`config.mk`:
```
export PLATFORM = sky130hd
export DESIGN_NAME = fetch_pc_ctrl_flat
export DESIGN_NICKNAME = d
export VERILOG_FILES = /design/src/rtl/fetch_pc_ctrl_pkg.sv /design/src/rtl/fetch_pc_ctrl_if.sv /design/src/rtl/fetch_skid_buf.sv /design/src/rtl/fetch_pc_ctrl.sv /design/src/flat_wrapper.sv
export SDC_FILE = /design/constraint.sdc
export NUM_CORES = 1
export LEC_CHECK = 0
export CAP_MARGIN = 20
export CORE_MARGIN = 1
export CORE_UTILIZATION = 48
export CTS_BUF_LIST = sky130_fd_sc_hd__clkbuf_4 sky130_fd_sc_hd__clkbuf_8
export CTS_CLUSTER_SIZE = 25
export DETAILED_ROUTE_END_ITERATION = 7
export PLACE_DENSITY = 0.9
export SYNTH_ARGS = -nofsm -noshare
export SYNTH_HDL_FRONTEND = slang
export SYNTH_SLANG_ARGS = --single-unit
```
`constraint.sdc`:
```
create_clock -name clk -period 3.63 [get_ports clk]
set_input_delay 0.9075 -clock clk [delete_from_list [all_inputs] [get_ports clk]]
set_output_delay 0.9075 -clock clk [all_outputs]
set_load 0.05 [all_outputs]
```
`src/rtl/fetch_pc_ctrl_pkg.sv`:
```
`default_nettype none
// ============================================================================
// Module   : fetch_pc_ctrl_pkg
// Purpose  : Shared constants, state encoding and helpers for the IF-stage
//            PC sequencer (boot/exception vectors, 2-bit FSM states).
// Ports    : none (package)
// Revision : 1.0 - initial release
// ============================================================================
package fetch_pc_ctrl_pkg;

  localparam logic [31:0] FETCH_RESET_PC = 32'hbfc0_0000;
  localparam logic [31:0] FETCH_EXC_PC   = 32'hbfc0_0380;

  typedef enum logic [1:0] {
    ST_BOOT  = 2'd0,
    ST_RUN   = 2'd1,
    ST_STALL = 2'd2
  } fetch_state_e;

  // Sequential successor; the adder wraps at 32 bits, carry out is dropped.
  function automatic logic [31:0] seq_pc(input logic [31:0] pc);
    return pc + 32'd4;
  endfunction

endpackage
`default_nettype wire

```
`src/rtl/fetch_pc_ctrl_if.sv`:
```
`default_nettype none
// ============================================================================
// Module   : fetch_pc_ctrl_if
// Purpose  : Bundles the fetch-stage signals: decode/WB redirect inputs,
//            instruction SRAM port and the fetch-stage instruction outputs.
// Ports    : master - fetch controller side (drives SRAM en/addr, fs_*)
//            slave  - surroundings (decode, WB, SRAM) side
// Revision : 1.0 - initial release
// ============================================================================
interface fetch_pc_ctrl_if;

  logic        de_allowin;
  logic        br_taken;
  logic [31:0] br_target;
  logic        exc_valid;
  logic        eret_valid;
  logic [31:0] epc;
  logic        inst_sram_en;
  logic [31:0] inst_sram_addr;
  logic [31:0] inst_sram_rdata;
  logic        fs_valid;
  logic [31:0] fs_pc;
  logic [31:0] fs_inst;

  modport master (
    input  de_allowin, br_taken, br_target, exc_valid, eret_valid, epc,
    input  inst_sram_rdata,
    output inst_sram_en, inst_sram_addr,
    output fs_valid, fs_pc, fs_inst
  );

  modport slave (
    output de_allowin, br_taken, br_target, exc_valid, eret_valid, epc,
    output inst_sram_rdata,
    input  inst_sram_en, inst_sram_addr,
    input  fs_valid, fs_pc, fs_inst
  );

endinterface
`default_nettype wire

```
`src/rtl/fetch_skid_buf.sv`:
```
`default_nettype none
// ============================================================================
// Module   : fetch_skid_buf
// Purpose  : One-entry holding register for the fetched instruction while
//            decode stalls. Clear has priority over capture.
// Ports    : clk, resetn (sync, active-low)
//            capture  in  1   load din, mark valid
//            clear    in  1   drop the held word
//            din      in  32  SRAM read data
//            buf_valid out 1  holding register is live
//            buf_data out 32  held instruction
// Revision : 1.0 - initial release
// ============================================================================
module fetch_skid_buf (
  input  wire logic        clk,
  input  wire logic        resetn,
  input  wire logic        capture,
  input  wire logic        clear,
  input  wire logic [31:0] din,
  output logic             buf_valid,
  output logic [31:0]      buf_data
);

  always_ff @(posedge clk) begin
    if (!resetn) begin
      buf_valid <= 1'b0;
      buf_data  <= 32'd0;
    end else if (clear) begin
      buf_valid <= 1'b0;
    end else if (capture) begin
      buf_valid <= 1'b1;
      buf_data  <= din;
    end
  end

endmodule
`default_nettype wire

```
`src/rtl/fetch_pc_ctrl.sv`:
```
`default_nettype none
// ============================================================================
// Module   : fetch_pc_ctrl
// Purpose  : IF-stage sequencer. Owns the fetch PC, drives the inst SRAM
//            address/enable, selects the next PC (exception > eret > branch >
//            pending branch > PC+4) and holds the fetched word while decode
//            stalls.
// Ports    : clk     in  1  clock
//            resetn  in  1  reset, synchronous, active-low
//            bus     master modport of fetch_pc_ctrl_if (redirect inputs,
//                    SRAM en/addr/rdata, fs_valid/fs_pc/fs_inst)
// Revision : 1.0 - initial release
// ============================================================================
module fetch_pc_ctrl
  import fetch_pc_ctrl_pkg::*;
#(
  parameter logic [31:0] RESET_PC = FETCH_RESET_PC,
  parameter logic [31:0] EXC_PC   = FETCH_EXC_PC
) (
  input  wire logic       clk,
  input  wire logic       resetn,
  fetch_pc_ctrl_if.master bus
);

  fetch_state_e state;
  fetch_state_e state_nxt;

  logic [31:0] fs_pc_q;
  logic        fs_valid_q;
  logic        br_pend;
  logic [31:0] br_tgt_q;

  logic [31:0] nextpc;
  logic        flush;
  logic        advance;
  logic        buf_capture;
  logic        buf_clear;
  logic        buf_valid;
  logic [31:0] buf_data;

  // No instruction is in flight during BOOT, so redirects there are ignored.
  assign flush = (bus.exc_valid | bus.eret_valid) & (state != ST_BOOT);

  always_comb begin
    nextpc = seq_pc(fs_pc_q);
    if (bus.exc_valid)       nextpc = EXC_PC;
    else if (bus.eret_valid) nextpc = bus.epc;
    else if (bus.br_taken)   nextpc = bus.br_target;
    else if (br_pend)        nextpc = br_tgt_q;
  end

  // Next-state and SRAM control. "advance" means fs_pc moves to nextpc at
  // the coming edge and a new SRAM read is issued for it.
  always_comb begin
    state_nxt          = state;
    bus.inst_sram_en   = 1'b0;
    bus.inst_sram_addr = nextpc;
    advance            = 1'b0;
    buf_capture        = 1'b0;
    buf_clear          = 1'b0;
    case (state)
      ST_BOOT: begin
        bus.inst_sram_en   = 1'b1;
        bus.inst_sram_addr = RESET_PC;
        state_nxt          = ST_RUN;
      end
      ST_RUN: begin
        if (flush || bus.de_allowin) begin
          bus.inst_sram_en = 1'b1;
          advance          = 1'b1;
          buf_clear        = 1'b1;
        end else begin
          // SRAM data is only valid this cycle; park it for the stall.
          buf_capture = 1'b1;
          state_nxt   = ST_STALL;
        end
      end
      ST_STALL: begin
        if (flush || bus.de_allowin) begin
          bus.inst_sram_en = 1'b1;
          advance          = 1'b1;
          buf_clear        = 1'b1;
          state_nxt        = ST_RUN;
        end
      end
      default: state_nxt = ST_BOOT;
    endcase
  end

  always_ff @(posedge clk) begin
    if (!resetn) begin
      state      <= ST_BOOT;
      fs_pc_q    <= RESET_PC;
      fs_valid_q <= 1'b0;
      br_pend    <= 1'b0;
      br_tgt_q   <= 32'd0;
    end else begin
      state <= state_nxt;
      if (state == ST_BOOT) begin
        fs_pc_q    <= RESET_PC;
        fs_valid_q <= 1'b1;
      end else if (advance) begin
        fs_pc_q    <= nextpc;
        fs_valid_q <= 1'b1;
      end
      // An advance consumes (or a flush discards) any pending branch. A
      // branch that cannot be applied now is remembered; the instruction
      // currently in fetch is its delay slot and stays put.
      if (advance) begin
        br_pend <= 1'b0;
      end else if (bus.br_taken && (state != ST_BOOT)) begin
        br_pend  <= 1'b1;
        br_tgt_q <= bus.br_target;
      end
    end
  end

  fetch_skid_buf u_skid (
    .clk       (clk),
    .resetn    (resetn),
    .capture   (buf_capture),
    .clear     (buf_clear),
    .din       (bus.inst_sram_rdata),
    .buf_valid (buf_valid),
    .buf_data  (buf_data)
  );

  assign bus.fs_valid = fs_valid_q;
  assign bus.fs_pc    = fs_pc_q;
  assign bus.fs_inst  = buf_valid ? buf_data : bus.inst_sram_rdata;

endmodule
`default_nettype wire

```
`src/flat_wrapper.sv`:
```
// flat-port wrapper written by rule: the top's interface ports become plain ports
module fetch_pc_ctrl_flat import fetch_pc_ctrl_pkg::*;
#(
  parameter logic [31:0] RESET_PC = FETCH_RESET_PC,
  parameter logic [31:0] EXC_PC   = FETCH_EXC_PC
)
  (clk, resetn, bus_de_allowin, bus_br_taken, bus_br_target, bus_exc_valid, bus_eret_valid, bus_epc, bus_inst_sram_rdata, bus_inst_sram_en, bus_inst_sram_addr, bus_fs_valid, bus_fs_pc, bus_fs_inst);
  fetch_pc_ctrl_if bus_i ();
  input  wire logic clk;
  input  wire logic resetn;
  input wire logic [$bits(bus_i.de_allowin)-1:0] bus_de_allowin;
  input wire logic [$bits(bus_i.br_taken)-1:0] bus_br_taken;
  input wire logic [$bits(bus_i.br_target)-1:0] bus_br_target;
  input wire logic [$bits(bus_i.exc_valid)-1:0] bus_exc_valid;
  input wire logic [$bits(bus_i.eret_valid)-1:0] bus_eret_valid;
  input wire logic [$bits(bus_i.epc)-1:0] bus_epc;
  input wire logic [$bits(bus_i.inst_sram_rdata)-1:0] bus_inst_sram_rdata;
  output wire logic [$bits(bus_i.inst_sram_en)-1:0] bus_inst_sram_en;
  output wire logic [$bits(bus_i.inst_sram_addr)-1:0] bus_inst_sram_addr;
  output wire logic [$bits(bus_i.fs_valid)-1:0] bus_fs_valid;
  output wire logic [$bits(bus_i.fs_pc)-1:0] bus_fs_pc;
  output wire logic [$bits(bus_i.fs_inst)-1:0] bus_fs_inst;
  assign bus_i.de_allowin = bus_de_allowin;
  assign bus_i.br_taken = bus_br_taken;
  assign bus_i.br_target = bus_br_target;
  assign bus_i.exc_valid = bus_exc_valid;
  assign bus_i.eret_valid = bus_eret_valid;
  assign bus_i.epc = bus_epc;
  assign bus_i.inst_sram_rdata = bus_inst_sram_rdata;
  assign bus_inst_sram_en = bus_i.inst_sram_en;
  assign bus_inst_sram_addr = bus_i.inst_sram_addr;
  assign bus_fs_valid = bus_i.fs_valid;
  assign bus_fs_pc = bus_i.fs_pc;
  assign bus_fs_inst = bus_i.fs_inst;
  fetch_pc_ctrl #(.RESET_PC(RESET_PC), .EXC_PC(EXC_PC)) u_core (.clk(clk), .resetn(resetn), .bus(bus_i));
endmodule
```
==> results of run 1 <==
==> layout by cell type (no fill, tap or decap), types with 8 or more instances in the layout <==
master	instances
nand2_1	207
clkdlybuf4s50_1	156
dfxtp_1	89
a21boi_0	65
buf_4	56
o21ai_0	45
nor2_1	40
mux2_2	36
a21oi_1	30
buf_12	28
nand3_1	18
nor3_1	15
inv_1	14
mux2i_1	12
dfxtp_2	12
a31oi_1	11
clkbuf_8	11
o211ai_1	9
o31ai_1	9
and3_1	9
or3_1	8
xor2_1	8
==> synthesized netlist by cell type (all sizes together), types with 4 or more instances <==
| library cell | number | share of area |
|---|---|---|
| buf | 7 | 0.0048 |
| xor2 | 8 | 0.011 |
| nor4 | 7 | 0.0094 |
| a21boi | 66 | 0.079 |
| o21ai | 47 | 0.038 |
| or3b | 5 | 0.0070 |
| mux2i | 12 | 0.019 |
| ha | 5 | 0.010 |
| o311ai | 4 | 0.0056 |
| o22ai | 4 | 0.0040 |
| a211oi | 7 | 0.0084 |
| and3 | 9 | 0.0090 |
| a21oi | 32 | 0.026 |
| mux2 | 36 | 0.065 |
| nand2 | 207 | 0.12 |
| o31ai | 9 | 0.011 |
| and4 | 6 | 0.0084 |
| nand2b | 6 | 0.0060 |
| nand3 | 18 | 0.014 |
| nor2 | 43 | 0.026 |
| nand4 | 7 | 0.0094 |
| nor3 | 19 | 0.015 |
| xnor2 | 6 | 0.0084 |
| nor2b | 5 | 0.0050 |
| inv | 15 | 0.0090 |
| dfxtp | 101 | 0.32 |
| clkbuf | 53 | 0.032 |
| a31oi | 16 | 0.016 |
| o211ai | 9 | 0.011 |
| or3 | 8 | 0.0080 |
| and2 | 5 | 0.0050 |
| a32o | 5 | 0.0080 |
==> registers in the layout (all words and copies together), names as in the netlist <==
| name | cells |
|---|---|
| u_core.br_tgt_q | 32 |
| u_core.bus.fs_pc | 32 |
| u_core.u_skid.buf_data | 32 |
| u_core.state | 2 |
| u_core.br_pend | 1 |
| u_core.bus.fs_valid | 1 |
| u_core.u_skid.buf_valid | 1 |
==> cells by family (layout without fill, tap and decap cells) <==
group           Yosys count  count (layout)  synth area share
simple gates            355             355             0.260
compound gates          234             234             0.256
flops                   101             101             0.324
buf+inv                  76             276            0.0465
mux                      48              48            0.0842
xor+xnor                 14              14            0.0197
fa+ha+maj                 5               5            0.0100
==> routing by layer <==
metal	routed length (µm)	GRT usage
met4	869	0.174
met3	2600	0.0926
met1	8330	0.376
met5	0	0
met2	9980	0.530
==> cell type report <==
| type | instances | area (µm²) | area share |
|---|---|---|---|
| flip-flops and latches | 101 | 2040 | 0.223 |
| clock buffers | 11 | 151 | 0.0166 |
| multi-input cells | 656 | 4020 | 0.440 |
| clock inverters | 5 | 82.6 | 0.00904 |
| repair buffers | 244 | 2570 | 0.281 |
| well taps | 172 | 215 | 0.0236 |
| inverters | 16 | 60.1 | 0.00658 |
==> critical path, stage by stage (launching register included) <==
cell and delay [ns]:
dfxtp_2 0.42, nand4_1 0.19, buf_4 0.24, nor4_2 0.23, buf_4 0.26, nand3_1 0.20
xor2_1 0.22, a31oi_1 0.37, buf_12 0.19
==> stage by stage <==
stage / setup WS, ns / cells / utilization
after global routing: 0.0112 / 1205 / 0.721
after detailed placement: 0.0997 / 1186 / 0.699
after global placement: 0.122 / 1186 / 0.699
after floorplan: 0.000866 / 833 / -
final: 0.0329 / 1205 / 0.721
after CTS: 0.0145 / 1205 / 0.719
==> power by group through the flow <==
stage,Sequential (mW),Combinational (mW),Clock (mW)
after detailed placement,1.29,1.57,0
after floorplan,1.33,0.893,0
after CTS,1.26,1.58,0.852
after global routing,1.28,1.68,0.901
after global placement,1.28,1.55,0
final,1.26,1.60,0.838
==> repair_timing <==
action,4_1_cts,5_1_grt
endpoints found under the setup margin,3,5
pin swaps,1,1
setup buffers,3,0
gates resized for setup,1,6
==> path summary, 6_finish.rpt <==
check                                  start                          to  slack (ns)  cells past startpoint
setup / recovery         u_core.bus.fs_pc[5]      bus_inst_sram_addr[17]        0.03                      8
hold / removal    u_core.u_skid.buf_data[29]  u_core.u_skid.buf_data[29]        0.46                      2
setup reg to reg             u_core.state[0]         u_core.bus.fs_pc[5]        0.99                      9
hold reg to reg   u_core.u_skid.buf_data[29]  u_core.u_skid.buf_data[29]        0.46                      2
==> flow_summary.yaml, run 1 <==
critical_path:
  start_kind: "register"
  arrival_ns: 2.69
  critPathMaxFanout: 13
  worstSetupPathType: "reg2out"
  required_ns: 2.72
  endpoint_kind: "primary output"
clock_network:
  clk_latency_ns: 0.38
  postCtsHoldBufs: 0
  cts_buffers: 9
  htreeDepth: 3
  path_clk_slew_ns: 0.10
  cts_tree: "yes"
  clockBufferDepth: 2
  clock_sinks: 101
  cts-root-buf: "clkbuf_8"
routing:
  dr.pass1.iters: 6
  drc: 0
  wl_per_cell_um: 18.1
  wl_um: 21800
  ant_nets: 0
  viasPerCell: 6.03
  drt_iter0_drc: 723
  vias: 7272
final_layout:
  area_delta_synth_final_pct: 46.4
  drive_gt1_frac: 0.177
  antenna_cells: 0
  num-nets-final: 1135
  design_area_mm2: 0.00913
  fillers: 965
floorplan:
  start_util: 0.492
  die_area_mm2: 0.0135
  rows: 41
  num_io_pins: 200
  die_width_um: 116
  die_height_um: 116
  core_area_mm2: 0.0127
min_path:
  hp-class: "reg2reg"
status:
  status: "complete, no violations"
pwr:
  p_sw_frac: 0.396
  vdd_drop_max_mv: 0.221
  internal-power_mw: 2.24
  pwr-share-comb: 0.432
  power_density_mw_per_mm2: 405
  power_frac_clock: 0.226
  p_leak_nw: 3.34
  p_switching_mw: 1.47
  seqPwrFrac: 0.341
  total_power_mw: 3.70
synthesis:
  synth-edff-count: 0
  yosysUniqueCellTypes: 65
  yosysWarnings: 0
  syn-cell-area_mm2: 0.00624
  yosysSeqAreaShare: 0.324
  synthesis.nets: 940
  syn-mean-instance-area_um2: 7.49
  synth_cells: 833
  synth-seq-cells: 101
  async_flop_share: 0
  synthFlopType: "dfxtp_1"
run:
  drv_cap: 0
global_routing:
  grtUsageTotal: 0.321
  grt_pass1_wl_um: 33800
  antenna_found_initial: 0
  overflow: 0
  grt_pass1_vias: 6983
  grt_max_degree: 57
sta:
  max_slew_margin: 0.289
  drv_slew: 0
  clock_skew_ns: 0.0146
  whs_ns: 0.465
  worst_pin_slew_ns: 1.06
  finalSetupTns_ns: 0
  finalHoldViolCount: 0
  finalCriticalPeriod_ns: 3.60
  setup_viol: 0
  rsz0062_at_grt: "no"
  fmax_ghz: 0.278
  post-route-period-util: 0.991
place:
  globalplace.congestion: 0.955
  portBuffers: 199
  place_area_mm2: 0.00885
  dp_hpwl_um: 15400
(Power assumes the default switching activity.)
==> run 2: changes to the inputs <==
--- a/config.mk
+++ b/config.mk
@@ -7,11 +7,12 @@
 export LEC_CHECK = 0
 export CAP_MARGIN = 20
 export CORE_MARGIN = 1
-export CORE_UTILIZATION = 48
+export CORE_UTILIZATION = 49
 export CTS_BUF_LIST = sky130_fd_sc_hd__clkbuf_4 sky130_fd_sc_hd__clkbuf_8
 export CTS_CLUSTER_SIZE = 25
 export DETAILED_ROUTE_END_ITERATION = 7
 export PLACE_DENSITY = 0.9
 export SYNTH_ARGS = -nofsm -noshare
 export SYNTH_HDL_FRONTEND = slang
+export SYNTH_HIERARCHICAL = 1
 export SYNTH_SLANG_ARGS = --single-unit
==> run 2 against run 1 <==
  * The flow now finishes with violations (design-rule violations)
  * Setup slack got worse by 0.0016 ns
  * Global-route usage increased by 0.73 points
  * Sequential share of layout area decreased by 0.67 points
  * Combinational power increased by 4%
  * Highest routed layer unchanged
  * Die area increased by 3.5%
  * First-iteration DRC count increased by 34%
  * Register-to-register slack improved by 0.08 ns
  * Flip-flop and latch count unchanged
  * Clock-buffer cell count decreased by 2
==> flow_summary.yaml, run 2 <==
critical_path:
  required_ns: 2.72
  worstSetupPathType: "in2out"
  arrival_ns: 2.69
  critPathMaxFanout: 2
  endpoint_kind: "primary output"
  rrSetupSlack_ns: 1.07
  start_kind: "input port"
place:
  dp_hpwl_um: 17000
  globalplace.congestion: 0.990
  portBuffers: 199
sta:
  worst_pin_slew_ns: 0.699
  clock_skew_ns: 0.0127
  setup_viol: 0
  fmax_ghz: 0.278
  finalHoldViolCount: 0
  max_slew_margin: 0.534
  drv_slew: 0
  whs_ns: 0.465
  post-route-period-util: 0.991
  finalCriticalPeriod_ns: 3.60
final_layout:
  final_cell_mix: "200 x nand2_1, 158 x clkdlybuf4s50_1, 88 x dfxtp_1"
  fillers: 961
  regArea_mm2: 0.00204
  drive_gt1_frac: 0.194
  multi_input_area_mm2: 0.00435
  antenna_cells: 0
  utilization: 0.716
  num-nets-final: 1173
  area_delta_synth_final_pct: 43.3
  mostFrequentLayoutCell: "nand2_1"
global_routing:
  overflow: 0
  grt_max_degree: 73
  grt_pass1_wl_um: 36300
  antenna_found_initial: 0
  grt_pass1_vias: 7019
  grtUsageTotal: 0.329
pwr:
  total_power_mw: 3.64
  power_density_mw_per_mm2: 385
  p_leak_nw: 3.44
  vdd_drop_max_mv: 0.249
clock_network:
  clk_latency_ns: 0.40
  cts_tree: "yes"
  cts_buffers: 9
  cts-root-buf: "clkbuf_8"
  htreeDepth: 3
  clock_sinks: 101
  path_clk_slew_ns: 0.10
  clockBufferDepth: 2
synthesis:
  post-synth-top-count-cell: "nand2_1"
  yosys.area.top_type: "dfxtp_1"
  yosysSeqAreaShare: 0.307
  synth-edff-count: 0
  yosysUniqueCellTypes: 68
  yosysWarnings: 6
  syn-mean-instance-area_um2: 7.60
  synth_common_cells: "200 x nand2_1, 101 x dfxtp_1, 52 x clkbuf_1"
  synth_cells: 867
  synth_top_cell_area_share: 0.307
  synth-seq-cells: 101
  synthFlopType: "dfxtp_1"
  synthesis.nets: 974
  synth_area_leaders: "dfxtp_1 31%, nand2_1 11%, mux2i_1 7.0%"
  syn-cell-area_mm2: 0.00659
  async_flop_share: 0
routing:
  drc: 1
  wl_per_cell_um: 18.8
  wl_um: 23400
  vias: 7553
  ant_nets: 0
  dr.pass1.iters: 8
  viasPerCell: 6.06
  drt_iter0_drc: 967
floorplan:
  die_height_um: 118
  die_width_um: 118
  core_area_mm2: 0.0132
  start_util: 0.500
  die_area_mm2: 0.0139
  rows: 42
  num_io_pins: 200
status:
  violations: "design-rule violations"
  status: "complete, but fails checks"
min_path:
  hp-class: "reg2reg"
run:
  drv_cap: 0
[run 2: cell count changes in the layout (fill, tap and decap cells not counted), moves of 7 or more]
cell      change
buf_12        -7
mux2i_1      +34
nand2_1       -7
a21boi_0     -33
nand3_1       +7
nor2b_1      +11
buf_4        +16
o211ai_1      -7
nor3b_1       +9
[run 2: worst max-delay path: stages]
cell,delay (ns)
clkdlybuf4s50_1,0.52
nor2b_1,0.07
o311ai_0,0.54
buf_4,0.23
nor2_1,0.05
a31oi_2,0.21
buf_12,0.17
[run 2: layout make-up]
| type | count | area share |
|---|---|---|
| Tap cell | 176 | 0.0233 |
| Inverter | 18 | 0.00715 |
| Clock buffer | 9 | 0.0131 |
| Timing Repair Buffer | 256 | 0.273 |
| Sequential cell | 101 | 0.216 |
| Multi-Input combinational cell | 680 | 0.461 |
| Clock inverter | 7 | 0.00596 |
[run 2: cells by family after synthesis]
kind of cell             count (synthesis)  share of synthesized area
adder cells (fa/ha/maj)                  5                    0.00949
multiplexers                            83                      0.133
flip-flops                             101                      0.307
buffers and inverters                   86                     0.0592
XOR/XNOR                                11                     0.0146
AO/OA/AOI/OAI                          187                      0.188
AND/OR/NAND/NOR                        394                      0.289
[run 2: per-layer routing]
layer	wire length [µm]	up-vias	track usage	part of all wire
met2	10500	491	0.506	0.45
met5	0	-	0	0
li1	-	3473	-	-
met4	1040	0	0.163	0.044
met1	9340	3481	0.436	0.40
met3	2520	108	0.0659	0.11
[run 2: repair_timing]
action | CTS | global route
hold buffers | 0 | 0
setup buffers | 0 | 1
pin swaps | 1 | 3
endpoints found under the setup margin | 7 | 10
resized for setup | 10 | 24
endpoints found under the hold margin | 0 | 0
[run 2: stage by stage]
stage          cell area (µm²)  setup WS (ns)  std cells  setup TNS (ns)
2_1_floorplan             6680        -0.0913        867         -0.0913
4_1_cts                   9360         0.0248       1246               0
3_3_place_gp              9140         0.0619       1230               0
5_1_grt                   9440        -0.0309       1247         -0.0523
3_5_place_dp              9140         0.0408       1230               0
6_report                  9440         0.0313       1247               0
[run 2: path summary, 6_finish.rpt]
path,start,to,depth (start not counted)
worst min-delay path,u_core/br_tgt_q[15],u_core/br_tgt_q[15],2
worst max-delay path,bus_br_target[24],bus_inst_sram_addr[24],7
worst max register to register,u_core/state[0],u_core/bus.fs_pc[14],9
worst min register to register,u_core/br_tgt_q[15],u_core/br_tgt_q[15],2
[run 2: report_power, final]
part | leakage (nW) | internal [mW] | switching (mW) | total [mW]
combinational | 2.52 | 0.646 | 1.02 | 1.66
clock | 0.0906 | 0.258 | 0.449 | 0.707
sequential | 0.827 | 1.20 | 0.0699 | 1.27
total | 3.44 | 2.10 | 1.54 | 3.64
